**src/rtl/led_arb_pkg.sv**
```systemverilog
// Package: led_arb_pkg
// Shared types and constants for the LED share arbiter.
//   state_t       - arbiter FSM state (IDLE / GRANT / GAP)
//   NUM_REQ       - number of requesters sharing the LED
//   DEF_*         - default prescaler, slot and heartbeat parameters
//   rr_pick()     - round-robin search: first set request at or above ptr, wrapping
//   req_onehot()  - one-hot request mask for an index
package led_arb_pkg;

    localparam int unsigned NUM_REQ        = 4;
    localparam int unsigned IDX_W          = $clog2(NUM_REQ);

    localparam int unsigned DEF_CLK_DIV    = 25_000_000;
    localparam int unsigned DEF_SLOT_TICKS = 4;
    localparam int unsigned DEF_HB_TICKS   = 2;

    typedef logic [IDX_W-1:0] idx_t;

    typedef enum logic [1:0] {
        IDLE,
        GRANT,
        GAP
    } state_t;

    // Walk offsets from high to low so the smallest offset from ptr wins.
    function automatic idx_t rr_pick(input logic [NUM_REQ-1:0] req, input idx_t ptr);
        idx_t idx;
        idx_t sel;
        sel = ptr;
        for (int i = NUM_REQ - 1; i >= 0; i--) begin
            idx = ptr + IDX_W'(i);
            if (req[idx]) begin
                sel = idx;
            end
        end
        return sel;
    endfunction

    function automatic logic [NUM_REQ-1:0] req_onehot(input idx_t idx);
        logic [NUM_REQ-1:0] mask;
        mask      = '0;
        mask[idx] = 1'b1;
        return mask;
    endfunction

endpackage

```
**src/rtl/led_share_arbiter_if.sv**
```systemverilog
// Interface: led_share_arbiter_if
// Requester-side bundle of the LED share arbiter.
//   iREQ     - per-requester request level
//   iLED_REQ - per-requester desired LED value
//   oGNT     - one-hot or zero grant
//   oLED     - shared LED drive
//   oBUSY    - arbiter is in GRANT or GAP
// Modports: master = requester side, slave = arbiter side.
interface led_share_arbiter_if;

    import led_arb_pkg::*;

    logic [NUM_REQ-1:0] iREQ;
    logic [NUM_REQ-1:0] iLED_REQ;
    logic [NUM_REQ-1:0] oGNT;
    logic               oLED;
    logic               oBUSY;

    modport master (
        output iREQ,
        output iLED_REQ,
        input  oGNT,
        input  oLED,
        input  oBUSY
    );

    modport slave (
        input  iREQ,
        input  iLED_REQ,
        output oGNT,
        output oLED,
        output oBUSY
    );

endinterface

```
**src/rtl/led_tick_gen.sv**
```systemverilog
// Module: led_tick_gen
// Prescaler producing a one-cycle tick every CLK_DIV clock cycles.
//   iCLK   - system clock (rising edge)
//   iRST_N - asynchronous active-low reset, clears the count
//   oTICK  - high for the one cycle in which the count equals CLK_DIV-1
module led_tick_gen
    import led_arb_pkg::*;
#(
    parameter int unsigned CLK_DIV = DEF_CLK_DIV
) (
    input  logic iCLK,
    input  logic iRST_N,
    output logic oTICK
);

    localparam int unsigned   CW      = $clog2(CLK_DIV);
    localparam logic [CW-1:0] CNT_MAX = CW'(CLK_DIV - 1);

    logic [CW-1:0] cnt;

    always_ff @(posedge iCLK or negedge iRST_N) begin
        if (!iRST_N) begin
            cnt <= '0;
        end else if (cnt == CNT_MAX) begin
            cnt <= '0;
        end else begin
            cnt <= cnt + 1'b1;
        end
    end

    assign oTICK = (cnt == CNT_MAX);

endmodule

```
**src/rtl/led_share_arbiter.sv**
```systemverilog
// Module: led_share_arbiter
// Round-robin arbiter sharing one LED among NUM_REQ requesters. An owner keeps the
// LED until it drops its request, or until it has held SLOT_TICKS ticks and another
// requester is waiting. Every hand-over passes through a GAP (LED off) lasting until
// the next tick.
//   iCLK   - system clock (rising edge)
//   iRST_N - asynchronous active-low reset
//   bus    - led_share_arbiter_if.slave: iREQ, iLED_REQ in; oGNT, oLED, oBUSY out
// Optional feature macro: LED_ARB_IDLE_BLINK_EN - heartbeat blink on oLED while IDLE,
// toggling every HB_TICKS ticks, restarted on every entry to IDLE.
module led_share_arbiter
    import led_arb_pkg::*;
#(
    parameter int unsigned CLK_DIV    = DEF_CLK_DIV,
    parameter int unsigned SLOT_TICKS = DEF_SLOT_TICKS,
    parameter int unsigned HB_TICKS   = DEF_HB_TICKS
) (
    input  logic                iCLK,
    input  logic                iRST_N,
    led_share_arbiter_if.slave  bus
);

    if (CLK_DIV < 2 || SLOT_TICKS < 1 || HB_TICKS < 1) begin : g_param_check
        $error("led_share_arbiter: illegal parameter value");
    end

    localparam int unsigned   SW       = $clog2(SLOT_TICKS + 1);
    localparam logic [SW-1:0] SLOT_MAX = SW'(SLOT_TICKS);

    logic               tick;
    state_t             state;
    idx_t               owner;
    idx_t               rr_ptr;
    logic [SW-1:0]      slot;
    logic [NUM_REQ-1:0] gnt;
    logic               led;
    logic               busy;

`ifdef LED_ARB_IDLE_BLINK_EN
    localparam int unsigned   HW     = $clog2(HB_TICKS + 1);
    localparam logic [HW-1:0] HB_MAX = HW'(HB_TICKS - 1);
    logic [HW-1:0] hb_cnt;
`endif

    led_tick_gen #(
        .CLK_DIV (CLK_DIV)
    ) u_tick_gen (
        .iCLK   (iCLK),
        .iRST_N (iRST_N),
        .oTICK  (tick)
    );

    idx_t pick;
    logic owner_release;
    logic preempt;

    always_comb begin
        pick          = rr_pick(bus.iREQ, rr_ptr);
        owner_release = !bus.iREQ[owner];
        preempt       = (slot == SLOT_MAX) && (|(bus.iREQ & ~req_onehot(owner)));
    end

    always_ff @(posedge iCLK or negedge iRST_N) begin
        if (!iRST_N) begin
            state  <= IDLE;
            owner  <= '0;
            rr_ptr <= '0;
            slot   <= '0;
            gnt    <= '0;
            led    <= 1'b0;
            busy   <= 1'b0;
`ifdef LED_ARB_IDLE_BLINK_EN
            hb_cnt <= '0;
`endif
        end else begin
            unique case (state)
                IDLE: begin
                    if (|bus.iREQ) begin
                        owner <= pick;
                        gnt   <= req_onehot(pick);
                        slot  <= '0;
                        led   <= 1'b0;
                        busy  <= 1'b1;
                        state <= GRANT;
                    end else begin
                        gnt  <= '0;
                        busy <= 1'b0;
`ifdef LED_ARB_IDLE_BLINK_EN
                        if (tick) begin
                            if (hb_cnt == HB_MAX) begin
                                hb_cnt <= '0;
                                led    <= ~led;
                            end else begin
                                hb_cnt <= hb_cnt + 1'b1;
                            end
                        end
`else
                        led <= 1'b0;
`endif
                    end
                end

                GRANT: begin
                    // Release and preemption together still give a single move to GAP.
                    if (owner_release || preempt) begin
                        gnt    <= '0;
                        led    <= 1'b0;
                        rr_ptr <= owner + idx_t'(1);
                        state  <= GAP;
                    end else begin
                        led <= bus.iLED_REQ[owner];
                        if (tick && (slot != SLOT_MAX)) begin
                            slot <= slot + 1'b1;
                        end
                    end
                end

                GAP: begin
                    gnt <= '0;
                    led <= 1'b0;
                    if (tick) begin
                        busy  <= 1'b0;
                        state <= IDLE;
`ifdef LED_ARB_IDLE_BLINK_EN
                        hb_cnt <= '0;
`endif
                    end
                end

                default: begin
                    gnt   <= '0;
                    led   <= 1'b0;
                    busy  <= 1'b0;
                    state <= IDLE;
                end
            endcase
        end
    end

    assign bus.oGNT  = gnt;
    assign bus.oLED  = led;
    assign bus.oBUSY = busy;

endmodule

```
**src/flat_wrapper.sv**
```systemverilog
// flat-port wrapper written by rule: the top's interface ports become plain ports
module led_share_arbiter_flat import led_arb_pkg::*;
#(
    parameter int unsigned CLK_DIV    = DEF_CLK_DIV,
    parameter int unsigned SLOT_TICKS = DEF_SLOT_TICKS,
    parameter int unsigned HB_TICKS   = DEF_HB_TICKS
)
  (iCLK, iRST_N, bus_iREQ, bus_iLED_REQ, bus_oGNT, bus_oLED, bus_oBUSY);
  led_share_arbiter_if bus_i ();
  input  logic iCLK;
  input  logic iRST_N;
  input wire logic [$bits(bus_i.iREQ)-1:0] bus_iREQ;
  input wire logic [$bits(bus_i.iLED_REQ)-1:0] bus_iLED_REQ;
  output wire logic [$bits(bus_i.oGNT)-1:0] bus_oGNT;
  output wire logic [$bits(bus_i.oLED)-1:0] bus_oLED;
  output wire logic [$bits(bus_i.oBUSY)-1:0] bus_oBUSY;
  assign bus_i.iREQ = bus_iREQ;
  assign bus_i.iLED_REQ = bus_iLED_REQ;
  assign bus_oGNT = bus_i.oGNT;
  assign bus_oLED = bus_i.oLED;
  assign bus_oBUSY = bus_i.oBUSY;
  led_share_arbiter #(.CLK_DIV(CLK_DIV), .SLOT_TICKS(SLOT_TICKS), .HB_TICKS(HB_TICKS)) u_core (.iCLK(iCLK), .iRST_N(iRST_N), .bus(bus_i));
endmodule
```
**config.mk**
```make
export PLATFORM = sky130hd
export DESIGN_NAME = led_share_arbiter_flat
export DESIGN_NICKNAME = d
export VERILOG_FILES = /design/src/rtl/led_arb_pkg.sv /design/src/rtl/led_share_arbiter_if.sv /design/src/rtl/led_tick_gen.sv /design/src/rtl/led_share_arbiter.sv /design/src/flat_wrapper.sv
export SDC_FILE = /design/constraint.sdc
export NUM_CORES = 1
export LEC_CHECK = 0
export ABC_AREA = 1
export CAP_MARGIN = 10
export CORE_ASPECT_RATIO = 0.5
export CORE_MARGIN = 5
export CORE_UTILIZATION = 55
export DETAILED_ROUTE_END_ITERATION = 12
export PLACE_DENSITY_LB_ADDON = 0.05
export SYNTH_ARGS = -nofsm -noshare
export SYNTH_HDL_FRONTEND = slang
export SYNTH_SLANG_ARGS = --single-unit
```
**constraint.sdc**
```tcl
create_clock -name iCLK -period 1.75 [get_ports iCLK]
set_input_delay 0.35 -clock iCLK [delete_from_list [all_inputs] [get_ports iCLK]]
set_output_delay 0.35 -clock iCLK [all_outputs]
set_load 0.005 [all_outputs]
```
-- Word-level counts from Yosys, hierarchy flattened
Cells that the tools add are included.
- add/subtract/negate cells: 6
- order comparisons: 8
- equal/unequal tests: 10
- muxes and demuxes: 37
- bitwise operators: 3
- reduce and logical (&&, ||, !) cells: 15
- operators with widths (kind ; count):
    25-bit by 1-bit adder with 25-bit output (second input constant) ; 1
    25-bit equality test (second input constant) ; 1
    25-bit two-way mux ; 1
    2-bit by 3-bit < comparator with 1-bit output (second input constant) ; 6
    2-bit two-way mux ; 7
    1-bit binary-select mux with 2-bit select ; 6
    1-bit two-way mux ; 12
    3-bit two-way mux ; 3
    4-bit two-way mux ; 2
    2-bit by 1-bit != test with 1-bit output (second input constant) ; 4
    4-bit case mux with 2 select lines ; 1
    4-bit OR reduction ; 2
    2-bit case mux with 3 select lines ; 1
    3-bit case mux with 2 select lines ; 1
    2-bit AND reduction ; 3
    2-bit by 1-bit adder with 2-bit output (second input constant) ; 2
    2-bit adder (second input constant) ; 2
    4-bit bitwise AND ; 1
    1-bit demux with 2-bit select ; 2
    2-bit by 1-bit greater-or-equal comparator with 1-bit output (second input constant) ; 2
    1-bit logical AND ; 4
    4-bit inverter ; 1
    4-bit AND reduction ; 1
    3-bit by 1-bit adder with 3-bit output (second input constant) ; 1
    12 further kinds ; 12
- register bits: 40
- bits of input ports: 10
- output and inout bits: 6
- logic and storage cells: 87

-- Logic depth before layout (Yosys ltp)
- depth after elaboration: 13
- mapped depth: 13
- gate-level depth less buffers: 12

-- Hierarchy
Synthesis repeated with hierarchy kept, for this count alone.
- cells, all modules: 360
- area, all modules: 2625.0 sq um
- modules (own cells, without submodules) (module ; times used ; cells an instance ; area each (sq um) ; seq. area each (sq um)):
    led_tick_gen ; 1 ; 214 ; 1579.0 ; 625.6
    led_share_arbiter ; 1 ; 146 ; 1046.0 ; 375.4

-- Worst setup path before layout
OpenSTA, ideal clock, no wires.
- path type: flip-flop to flip-flop
- from: register u_core.u_tick_gen.cnt[0]
- to: register u_core.slot[0]
- setup time: 0.117 ns
- data arrival time: 1.380 ns
- required time: 1.633 ns
- path slack: 0.253 ns
- cell stages (with the launch flop): 11
- buffers on the path: 0
- clock period less this slack: 1.497 ns
- cells stage by stage: dfrtp_1 > ha_1 > nand3_2 > nor2_4 > inv_2 > nor2_4 > nand3_2 > nand2_2 > nand2_2 > nand2_1 > nand2_1
- cells in the longest elaborated chain, start to end: 4
- ends and longest elaborated chain (element ; RTL line ; RTL):
    from (decl) ; led_tick_gen.sv:19 ; logic [CW-1:0] cnt;
    from (signal assigned) ; led_tick_gen.sv:27 ; cnt <= cnt + 1'b1;
    25-bit equality test ; led_tick_gen.sv:31 ; assign oTICK = (cnt == CNT_MAX);
    1-bit logical AND ; led_share_arbiter.sv:112 ; if (tick && (slot != SLOT_MAX)) begin
    2-bit by 1-bit != test with 1-bit output (no source line) ; n/a ;
    4-bit AND reduction (no source line) ; n/a ;
    to (signal assigned) ; led_share_arbiter.sv:113 ; slot <= slot + 1'b1;
    to (decl) ; led_share_arbiter.sv:34 ; logic [SW-1:0] slot;
No other way between the ends.
A chain may end at the register's enable or synchronous reset.

-- Worst setup path in the final report
- from: register u_core.owner[1]
- to: register u_core.slot[1]
- cells in the longest elaborated chain, start to end: 11
- elaborated cells on any way between the ends: 15
- classes of those cells: order compare: 2; eq/ne: 1; mux: 4; bitwise: 2; reduce/logical: 6
- ends and longest elaborated chain (element ; RTL line ; RTL):
    from (decl) ; led_share_arbiter.sv:32 ; idx_t owner;
    from (signal assigned) ; led_share_arbiter.sv:79 ; owner <= pick;
    2-bit by 3-bit < comparator with 1-bit output (not written as such) or 2-bit by 1-bit greater-or-equal comparator with 1-bit output (tied branches) ; led_arb_pkg.sv:42 ; mask[idx] = 1'b1;
    1-bit logical AND (not written as such) ; led_arb_pkg.sv:42 ;
    1-bit two-way mux (not written as such) ; led_arb_pkg.sv:42 ;
    1-bit demux with 2-bit select ; n/a ;
    4-bit inverter ; led_share_arbiter.sv:60 ; preempt = (slot == SLOT_MAX) && (|(bus.iREQ & ~req_onehot(owner)));
    4-bit bitwise AND ; led_share_arbiter.sv:60 ;
    4-bit OR reduction ; led_share_arbiter.sv:60 ;
    1-bit logical AND ; led_share_arbiter.sv:60 ;
    1-bit logical OR (*) ; led_share_arbiter.sv:105 ; if (owner_release || preempt) begin
    2-bit != test (no source line) (*) ; n/a ;
    4-bit AND reduction (no source line) (*) ; n/a ;
Every way passes the cells marked *; elsewhere a longest branch is shown, timed or not. The select of a mux whose other input is x is not followed.

==> summary.md <==
| Metric | Value |
|---|---|
| Hold Buf Count CTS | `0` |
| Asr flop ratio synth | `1.000` |
| Yosys reg bits | `40` |
| WL final | `roughly 5600 um` |
| Switching share of power | `0.2131` |
| Crit path arrival time | `1.80 ns` |
| Setup Viol. Count Final | `0` |
| Ant diodes | `0` |
| Leak Pwr | `~1.4 nW` |
| Slowest CP cell | `dfrtp_1` |
| Remaining Overflow, GRT | `0` |
| P&R area growth vs syn | `14.29%` |
| First-pass GRT wire length | `roughly 10000 um` |
| Post-synth top flop | `dfrtp_1` |
| # nets final | `just under 400` |
| Mean Syn Cell Area | `between 7 and 8 um^2` |
| Reg clk slew, reported paths | `~0.08 ns` |
| Final WS setup | `about 0.14 ns` |
| Seq/Total Area, Yosys | `0.3943` |
| Post-synth EDFFs | `0` |
| Fillers | `about 400` |
| Post-cts resize count | `0` |
| Die height | `slightly below 60 um` |
| Slew Limit Headroom | `0.6720` |
| Min-Delay Path Class | `primary input to async pin` |
| Post-CTS Setup Inserts | `0` |
| Multi-input combinational cell area | `1343 um^2` |
| Power per standard cell area | `approximately 600 nW/um^2` |
| Max_cap viols | `0` |
| Share of total power in the clock network | `0.429` |
| Total number of vias | `~2.3k` |
| Critical-path cell list | `inv_1 -> ha_1 -> o22ai_1 -> o21bai_1 -> nand3_1 -> nand2_2 -> nand2_2 -> nand2_1 -> nand2_1` |
| Cells after Synth | `347` |
| Int Power | `about 1.4 mW` |
| Sw power | `between 0.3 and 0.4 mW` |
| Skew final | `0.009803 ns` |
| CTS buffer count | `5` |
| RSZ-0062 raised after global routing | `false` |
| Slew Viols, Final | `0` |
| CTS sink cnt | `40` |
| Top-Level Pins | `16` |
| Die area | `6157 um^2` |
| WL per Instance | `approximately 13 um` |
| WP buf/inv | `1` |
| Share of post-route cells with drive strength above 1 | `0.1150` |
| GPL Wtd Cong | `0.9386` |
| Initial DRC count | `between 100 and 150` |
| CTS tree | `built` |
| Core outline area | `roughly 4400 um^2` |
| Maximum clock frequency | `between 0.6 and 0.7 GHz` |
| Critical setup path kind | `register to register` |
| Dpl hpwl | `between 4000 and 5000 um` |
| Initial Util | `0.5738` |
| Clk Latency, worst-skew pair | `around 0.30 ns` |
| VDD IR-drop max | `0.0005380 V` |
| Post-place setup slack | `-0.1142 ns` |
| PortBufs | `15` |
| Comb power frac | `0.042` |
| Netlist cell types | `31` |
| Syn_nets | `about 360` |
| Final-report hold violation count | `0` |
| Sequential share of power | `0.529` |
| Number of vias per cell | `roughly 5.3` |
| Vias in the first global route | `~2.2k` |
| Fin crit share | `0.9204` |
| Largest net degree at the start of global routing | `41` |
| Crit. End Element | `register` |
| Cell family with most CP delay | `simple AND/OR/NAND/NOR gates` |
| DR DRC count | `0` |
| Tightest Pin Transition | `roughly 0.49 ns` |
| Max Fanout on Critical Path | `6` |
| Crit path required time | `between 1.5 and 2 ns` |
| Min Tclk post-route | `1.611 ns` |
| Netlist Area Pre-Place | `about 2500 um^2` |
| Max incr delay on CP | `0.45 ns` |
| Setup TNS | `0 ns` |
| Initial antenna violation count | `0` |
| Total GRT Usage | `0.2036` |
| Drt pass-1 iters | `4` |
| DIE WIDTH | `~110 um` |
| Status | `finished, final reports clean` |
| Antenna Violating Nets Remaining | `0` |
| Clk buf depth | `2` |
| Register area | `about 1000 um^2` |
| H-tree depth | `2` |
| Clk root buf | `clkbuf_8` |
| Startpoint Class | `register` |
| Synth warn | `0` |
| Cell row count | `17` |
[cell usage after synthesis (2+ instances only)]
cell	number	area share
o21ai_1	3	0.0059
o22ai_1	2	0.0049
a21oi_1	8	0.016
nand2_2	6	0.015
nor3_1	12	0.024
nand4_1	14	0.034
xor2_1	13	0.045
inv_2	5	0.0074
xnor2_1	2	0.0069
nor2_1	45	0.067
dfrtp_1	40	0.39
nor4_4	2	0.017
nand2_1	98	0.14
inv_1	42	0.062
nor2_2	3	0.0074
nand3_2	4	0.016
ha_1	7	0.034
nor2_4	3	0.013
nand3_1	19	0.037
o21ai_0	8	0.016
[power groups by stage]
stage	clock network, mW	registers, mW	logic [mW]
floorplan	0	0.942	0.0281
global placement	0	0.942	0.0731
detailed placement	0	0.942	0.0739
CTS	0.765	0.923	0.0746
global route	0.832	0.923	0.0853
finish	0.749	0.923	0.0734
[stage by stage]
step / power, mW / util / instances / instance area [um^2] / hold WS [ns]
after floorplan: 0.9701 / - / 347 / 2539 / 0.05441
after global placement: 1.015 / 0.6301 / 423 / 2788 / 0.4247
after detailed placement: 1.016 / 0.6301 / 423 / 2788 / 0.4318
after CTS: 1.763 / 0.6553 / 431 / 2899 / 0.1097
after global routing: 1.841 / 0.6558 / 431 / 2902 / 0.1339
final: 1.746 / 0.6558 / 431 / 2902 / 0.09155
[worst paths after layout]
| path | slack, ns | startpoint | end | cells after the start |
|---|---|---|---|---|
| min | 0.09 | iRST_N | u_core.u_tick_gen.cnt[0] | 2 |
| max in group asynchronous | 1.29 | iRST_N | u_core.rr_ptr[0] | 2 |
| min in group iCLK | 0.48 | u_core.bus.oGNT[2] | u_core.bus.oGNT[2] | 2 |
| min reg2reg | 0.48 | u_core.bus.oGNT[2] | u_core.bus.oGNT[2] | 2 |
| max | 0.14 | u_core.owner[1] | u_core.slot[1] | 9 |
| max reg2reg | 0.14 | u_core.owner[1] | u_core.slot[1] | 9 |
[cells by family after synthesis]
group / after synthesis / synth area share
simple gates: 212 / 0.3948
buf+inv: 50 / 0.07689
flops: 40 / 0.3943
compound gates: 23 / 0.04781
xor+xnor: 15 / 0.05175
fa+ha+maj: 7 / 0.03450
[worst register-to-register path, cell delays in order (launching register included)]
cell and delay, ns:
dfrtp_1 0.45, inv_1 0.15, ha_1 0.16, o22ai_1 0.08
o21bai_1 0.18, nand3_1 0.15, nand2_2 0.15, nand2_2 0.07
nand2_1 0.06, nand2_1 0.05
[layer usage]
metal	routed length, um	track usage	vias to the layer above
met5	0	0	-
met1	2729	0.2562	1079
met2	2542	0.3487	51
li1	-	-	1156
met4	84	0.04982	0
met3	282	0.06229	8
[placed cells by master (no fill, tap or decap), types with 2 or more instances in the layout]
| cell type | netlist | layout |
|---|---|---|
| a21oi_1 | 8 | 8 |
| buf_4 | 1 | 6 |
| clkbuf_8 | 0 | 5 |
| clkdlybuf4s50_1 | 0 | 14 |
| dfrtp_1 | 40 | 38 |
| dfrtp_2 | 0 | 2 |
| ha_1 | 7 | 7 |
| inv_1 | 42 | 42 |
| inv_2 | 5 | 5 |
| nand2_1 | 98 | 98 |
| nand2_2 | 6 | 6 |
| nand3_1 | 19 | 19 |
| nand3_2 | 4 | 4 |
| nand4_1 | 14 | 14 |
| nor2_1 | 45 | 45 |
| nor2_2 | 3 | 3 |
| nor2_4 | 3 | 3 |
| nor3_1 | 12 | 12 |
| nor4_4 | 2 | 2 |
| o21ai_0 | 8 | 8 |
| o21ai_1 | 3 | 3 |
| o22ai_1 | 2 | 2 |
| xnor2_1 | 2 | 2 |
| xor2_1 | 13 | 13 |
[flip-flops by register name (all words and copies together), names as in the netlist]
signal and flops:
u_core.owner 2, u_core.bus.oLED 1, u_core.bus.oGNT 4, u_core.rr_ptr 2, u_core.state 2, u_core.bus.oBUSY 1, u_core.u_tick_gen.cnt 25, u_core.slot 3
[final cells by class]
class                           count  area share
Clock buffer                        5     0.02372
Clock inverter                      3     0.01466
Tap cell                           57     0.02458
Sequential cell                    40      0.3458
Timing Repair Buffer               21     0.06555
Inverter                           48     0.06296
Multi-Input combinational cell    257      0.4627
No activity file was read; power rests on OpenSTA's default activity.
==> edit 1 (same flow settings) <==
Change the package constant `NUM_REQ` from 4 to 8.
--- a/src/rtl/led_arb_pkg.sv
+++ b/src/rtl/led_arb_pkg.sv
@@ -7,7 +7,7 @@
 //   req_onehot()  - one-hot request mask for an index
 package led_arb_pkg;
 
-    localparam int unsigned NUM_REQ        = 4;
+    localparam int unsigned NUM_REQ        = 8;
     localparam int unsigned IDX_W          = $clog2(NUM_REQ);
 
     localparam int unsigned DEF_CLK_DIV    = 25_000_000;
Ports: changed (resized bus_iLED_REQ, bus_iREQ and bus_oGNT); port bits go from 16 to 28. The function was not compared with the original's and may differ.
==> edit 1 against the original RTL <==
The flow now finishes with violations (negative hold slack, negative setup slack); synthesized area is 20% higher; wire length grew 100%; clock skew decreased by 5.0 ps; worst setup slack worse by 590 ps; design area increased by 63%; count of clock-buffer cells in the layout is 2 higher; sequential cell count grew 6; worst hold slack lost 100 ps; critical path depth is 11 higher; final cell count up 43%; critical path type unchanged.
Power is not compared: it rests on default switching activity, and its combinational part moved more than twofold at a synthesized area within 25%.
==> edit 1: results <==
export IMPL_io_buffers=27
export IMPL_gp_congestion=1.03
export IMPL_synth_cell_types=38
export IMPL_dp_cells=584
export IMPL_drive_gt1_frac=0.400
export IMPL_finalSetupViolCount=35
export IMPL_nets=568
export IMPL_setup_ws_ps=-453
export IMPL_hold_ws_ps=-8.52
export IMPL_routed_wl_mm=11.4
export IMPL_syn_avg_cell_area_um2=7.15
export IMPL_async_flop_share=1.00
export IMPL_wl_per_cell_um=18.5
export IMPL_num_fill_cells=255
export IMPL_crit_arrival_ps=2460
export IMPL_synthTopCellsByArea="dfrtp_1 (38%), nand2_1 (15%), nand3_1 (10%)"
export IMPL_tightest_slew_ps=494
export IMPL_grt_start_max_net_pins=29
export IMPL_final_setup_tns_ps=-8260
export IMPL_slowest_stage="dfrtp_2"
export IMPL_status="finished with violations"
export IMPL_crit_fanout=5
export IMPL_drtIter0Drc=428
export IMPL_syn_nets=450
export IMPL_seq_area_frac_synth=0.378
export IMPL_grtUsageTotal=0.257
export IMPL_r2r_end="u_core.bus.oGNT[4]"
export IMPL_violations="negative hold slack, negative setup slack"
export IMPL_synthTopCellsByCount="nand2_1 (119), nand3_1 (63), inv_1 (49)"
export IMPL_reg2reg_from="u_core.rr_ptr[0]"
export IMPL_skew_ps=4.78
export IMPL_rr_worst_depth=20
export IMPL_hold_violations=17
export IMPL_firstDrtPassIters=8
export IMPL_dp_final_hpwl_mm=6.48
export IMPL_grt_pass1_vias=3522
export IMPL_fmaxAchievable_mhz=454
-- edit 1: metal layers --
layer | wire (um) | vias up | GRT usage
met5 | 0 | - | 0
met4 | 707 | 0 | 0.148
met3 | 734 | 85 | 0.0484
met2 | 5680 | 223 | 0.456
met1 | 4300 | 1780 | 0.286
li1 | - | 1641 | -
-- edit 1: power by group --
group,internal (W),total [W],switching [W]
logic,0.00226,0.00550,0.00324
registers,0.00126,0.00154,0.000277
clock network,0.000428,0.000804,0.000376
-- edit 1: logic make-up (layout without fill, tap and decap cells) --
logic type      count (synthesis)  count (layout)  share of synthesized area
simple gates                  242             242                      0.377
xor+xnor                       11              11                     0.0341
compound gates                 52              52                     0.0974
flops                          46              46                      0.378
fa+ha+maj                       6               6                     0.0247
buf+inv                        69             188                     0.0892
-- edit 1: cell type report --
| type | count | area (um2) | area share |
|---|---|---|---|
| Timing Repair Buffer | 118 | 1020 | 0.215 |
| Clock inverter | 1 | 30.0 | 0.00636 |
| Multi-Input combinational cell | 311 | 2100 | 0.445 |
| Clock buffer | 7 | 76.3 | 0.0162 |
| Tap cell | 73 | 91.3 | 0.0193 |
| Inverter | 62 | 250 | 0.0530 |
| Sequential cell | 46 | 1160 | 0.245 |
-- edit 1: metrics by stage --
stage                     power, W  cell area (um2)
after floorplan            0.00424             3130
after global placement     0.00556             3950
after detailed placement   0.00573             3950
after CTS                  0.00682             4310
after global routing       0.00839             4720
final                      0.00784             4720
-- edit 1: worst max-delay path by stage --
| stage | end | cells after the start |
|---|---|---|
| 2_1_floorplan | u_core.bus.oGNT[4] | 16 |
| 3_3_place_gp | u_core.bus.oGNT[1] | 17 |
| 3_5_place_dp | u_core.bus.oGNT[5] | 17 |
| 4_1_cts | u_core.bus.oGNT[5] | 16 |
| 5_1_grt | u_core.bus.oGNT[4] | 20 |
| 6_report | u_core.bus.oGNT[4] | 20 |
-- edit 1: worst register-to-register path, cell delays in order, from the launching register on --
cell and delay [ps]:
dfrtp_2 460, inv_4 90, ha_4 130, inv_1 40, nand2_1 90, nand2_2 110, inv_2 110, nand3_4 80
nand2_2 90, nand2_2 50, nand2_1 50, nand2_1 50, nand2_1 70, nand2_1 60, nand2_2 80, nand2_2 70
nand2_4 100, nand2_4 60, nor2_4 160, nand3_1 120, nand2_1 80
-- edit 1: what timing repair did --
item | 4_1_cts | 5_1_grt
gates resized for setup | 31 | 88
hold endpoints to repair | 0 | 0
cloned | 0 | 0
setup buffers | 16 | 17
pin swaps | 11 | 22
setup endpoints to repair | 22 | 37
==> edit 2 (config.mk and constraints unchanged) <==
Without the edit above. Reset style: synchronous (`iRST_N`), changed in 2 clocked blocks. Comments in the files are not updated.
--- a/src/rtl/led_tick_gen.sv
+++ b/src/rtl/led_tick_gen.sv
@@ -18,7 +18,7 @@
 
     logic [CW-1:0] cnt;
 
-    always_ff @(posedge iCLK or negedge iRST_N) begin
+    always_ff @(posedge iCLK) begin
         if (!iRST_N) begin
             cnt <= '0;
         end else if (cnt == CNT_MAX) begin
--- a/src/rtl/led_share_arbiter.sv
+++ b/src/rtl/led_share_arbiter.sv
@@ -60,7 +60,7 @@
         preempt       = (slot == SLOT_MAX) && (|(bus.iREQ & ~req_onehot(owner)));
     end
 
-    always_ff @(posedge iCLK or negedge iRST_N) begin
+    always_ff @(posedge iCLK) begin
         if (!iRST_N) begin
             state  <= IDLE;
             owner  <= '0;
Formal check against the unedited RTL: differs if iRST_N is asserted again (counterexample within 4 cycles, from zero or initial values and one cycle with iRST_N low); with iRST_N held inactive, the same outputs for 10 cycles.
==> edit 2 against the original RTL <==
Worst setup slack improved by 9.2 ps; synthesized cell count grew 2.9%; sequential cell count unchanged; wire length down 8.6%; synthesized area fell by 6.0%; first-iteration DRC count fell by 32%; design area fell by 4.6%; clock skew shrank 3.5 ps; critical endpoint is now u_core.bus.oBUSY.
Power is not compared: it rests on default switching activity, and its combinational part moved more than twofold at a synthesized area within 25%.
==> edit 2: results <==
export IMPL_multi_input_area_um2=1400
export IMPL_seq_area_frac_synth=0.336
export IMPL_grt_pass1_wl_mm=9.03
export IMPL_synth_adder_area_share=0.0367
export IMPL_clkbuf_count=6
export IMPL_syn_nets=374
export IMPL_skew_ps=6.33
export IMPL_crit_fanout=4
export IMPL_synthTopCellsByCount="nand2_1 (113), inv_1 (41), dfxtp_1 (40)"
export IMPL_num_fill_cells=348
export IMPL_nonClkBufAreaFrac=0.0814
export IMPL_dp_final_hpwl_mm=4.01
export IMPL_startpoint="u_core.u_tick_gen.cnt[0]"
export IMPL_async_flop_share=0
export IMPL_grt_pass1_vias=2091
export IMPL_routed_wl_mm=5.16
export IMPL_firstDrtPassIters=4
export IMPL_seq_share=0.291
export IMPL_top_register="u_core.u_tick_gen.cnt"
export IMPL_critPathCapture="u_core.bus.oBUSY"
export IMPL_status="completed"
export IMPL_clk_share=0.0335
export IMPL_drtIter0Drc=86
export IMPL_inv_count=46
export IMPL_synthTopCellsByArea="dfxtp_1 (34%), nand2_1 (18%), inv_1 (6.4%)"
export IMPL_grt_start_max_net_pins=26
export IMPL_multi_input_gates=267
export IMPL_rr_worst_depth=10
export IMPL_drive_gt1_frac=0.148
export IMPL_dpl_instance_area_um2=2640
export IMPL_reg2reg_from="u_core.u_tick_gen.cnt[0]"
export IMPL_synth_compound_area_frac=0.0676
export IMPL_leakage_nw=1.13
export IMPL_buffers=25
export IMPL_hold_depth=2
export IMPL_hold_path_class="flip-flop to flip-flop"
export IMPL_gp_congestion=0.918
export IMPL_syn_to_final_growth_pct=16.0
export IMPL_synthFlopType="dfxtp_1"
export IMPL_clock_path_buffers=2
export IMPL_synth_cell_types=37
export IMPL_tightest_slew_ps=390
export IMPL_grtUsageTotal=0.191
export IMPL_nets=402
==> edit 2: changes by cell type in the layout (fill, tap and decap cells not counted), sizes merged, moves of 3 or more <==
| cell | change |
|---|---|
| dfrtp | -40 |
| dfxtp | +40 |
| a21oi | +16 |
| nand2 | +15 |
| nor2 | -12 |
| xor2 | -9 |
| o21ai | -7 |
| nand3 | +6 |
| nand4 | -5 |
| or2 | +4 |
| buf | +3 |
| inv | -3 |
==> edit 2: kinds of logic (layout without fill, tap and decap cells) <==
logic type | after synthesis | in the layout
AND/OR/NAND/NOR | 222 | 222
buffers and inverters | 50 | 79
flip-flops | 40 | 40
AO/OA/AOI/OAI | 31 | 31
XOR/XNOR | 7 | 7
adder cells (fa/ha/maj) | 7 | 7
==> edit 2: per-layer routing <==
| layer | up-vias | share of wire | GRT usage |
|---|---|---|---|
| met5 | - | 0 | 0 |
| met4 | 0 | 0.016 | 0.0461 |
| met3 | 14 | 0.054 | 0.0544 |
| met2 | 55 | 0.44 | 0.300 |
| met1 | 1008 | 0.49 | 0.257 |
| li1 | 1200 | - | - |
==> edit 2: critical path, stage by stage, from the launching register on <==
cell     delay [ps]
dfxtp_1         360
ha_1            200
nand2_2          80
nor2_4          170
nand2_2          80
nor2_2          130
nand2_1         160
nand3_1         140
nand2_1          70
nand3_1          60
nand2_1          50
==> edit 2: through the flow <==
step	hold WS, ps	total power (W)	cells	setup slack [ps]	util
final	457	0.00270	440	149	0.684
after detailed placement	442	0.00204	432	-97.1	0.654
after global routing	471	0.00291	440	0.566	0.684
after global placement	441	0.00202	432	-46.9	0.654
after floorplan	437	0.00173	357	183	-
after CTS	461	0.00269	440	37.9	0.677
==> edit 2: power by group <==
part	internal [W]	switching, W	total, W
clock	0.000315	0.000331	0.000646
sequential	0.00102	0.000107	0.00112
combinational	0.000386	0.000548	0.000934
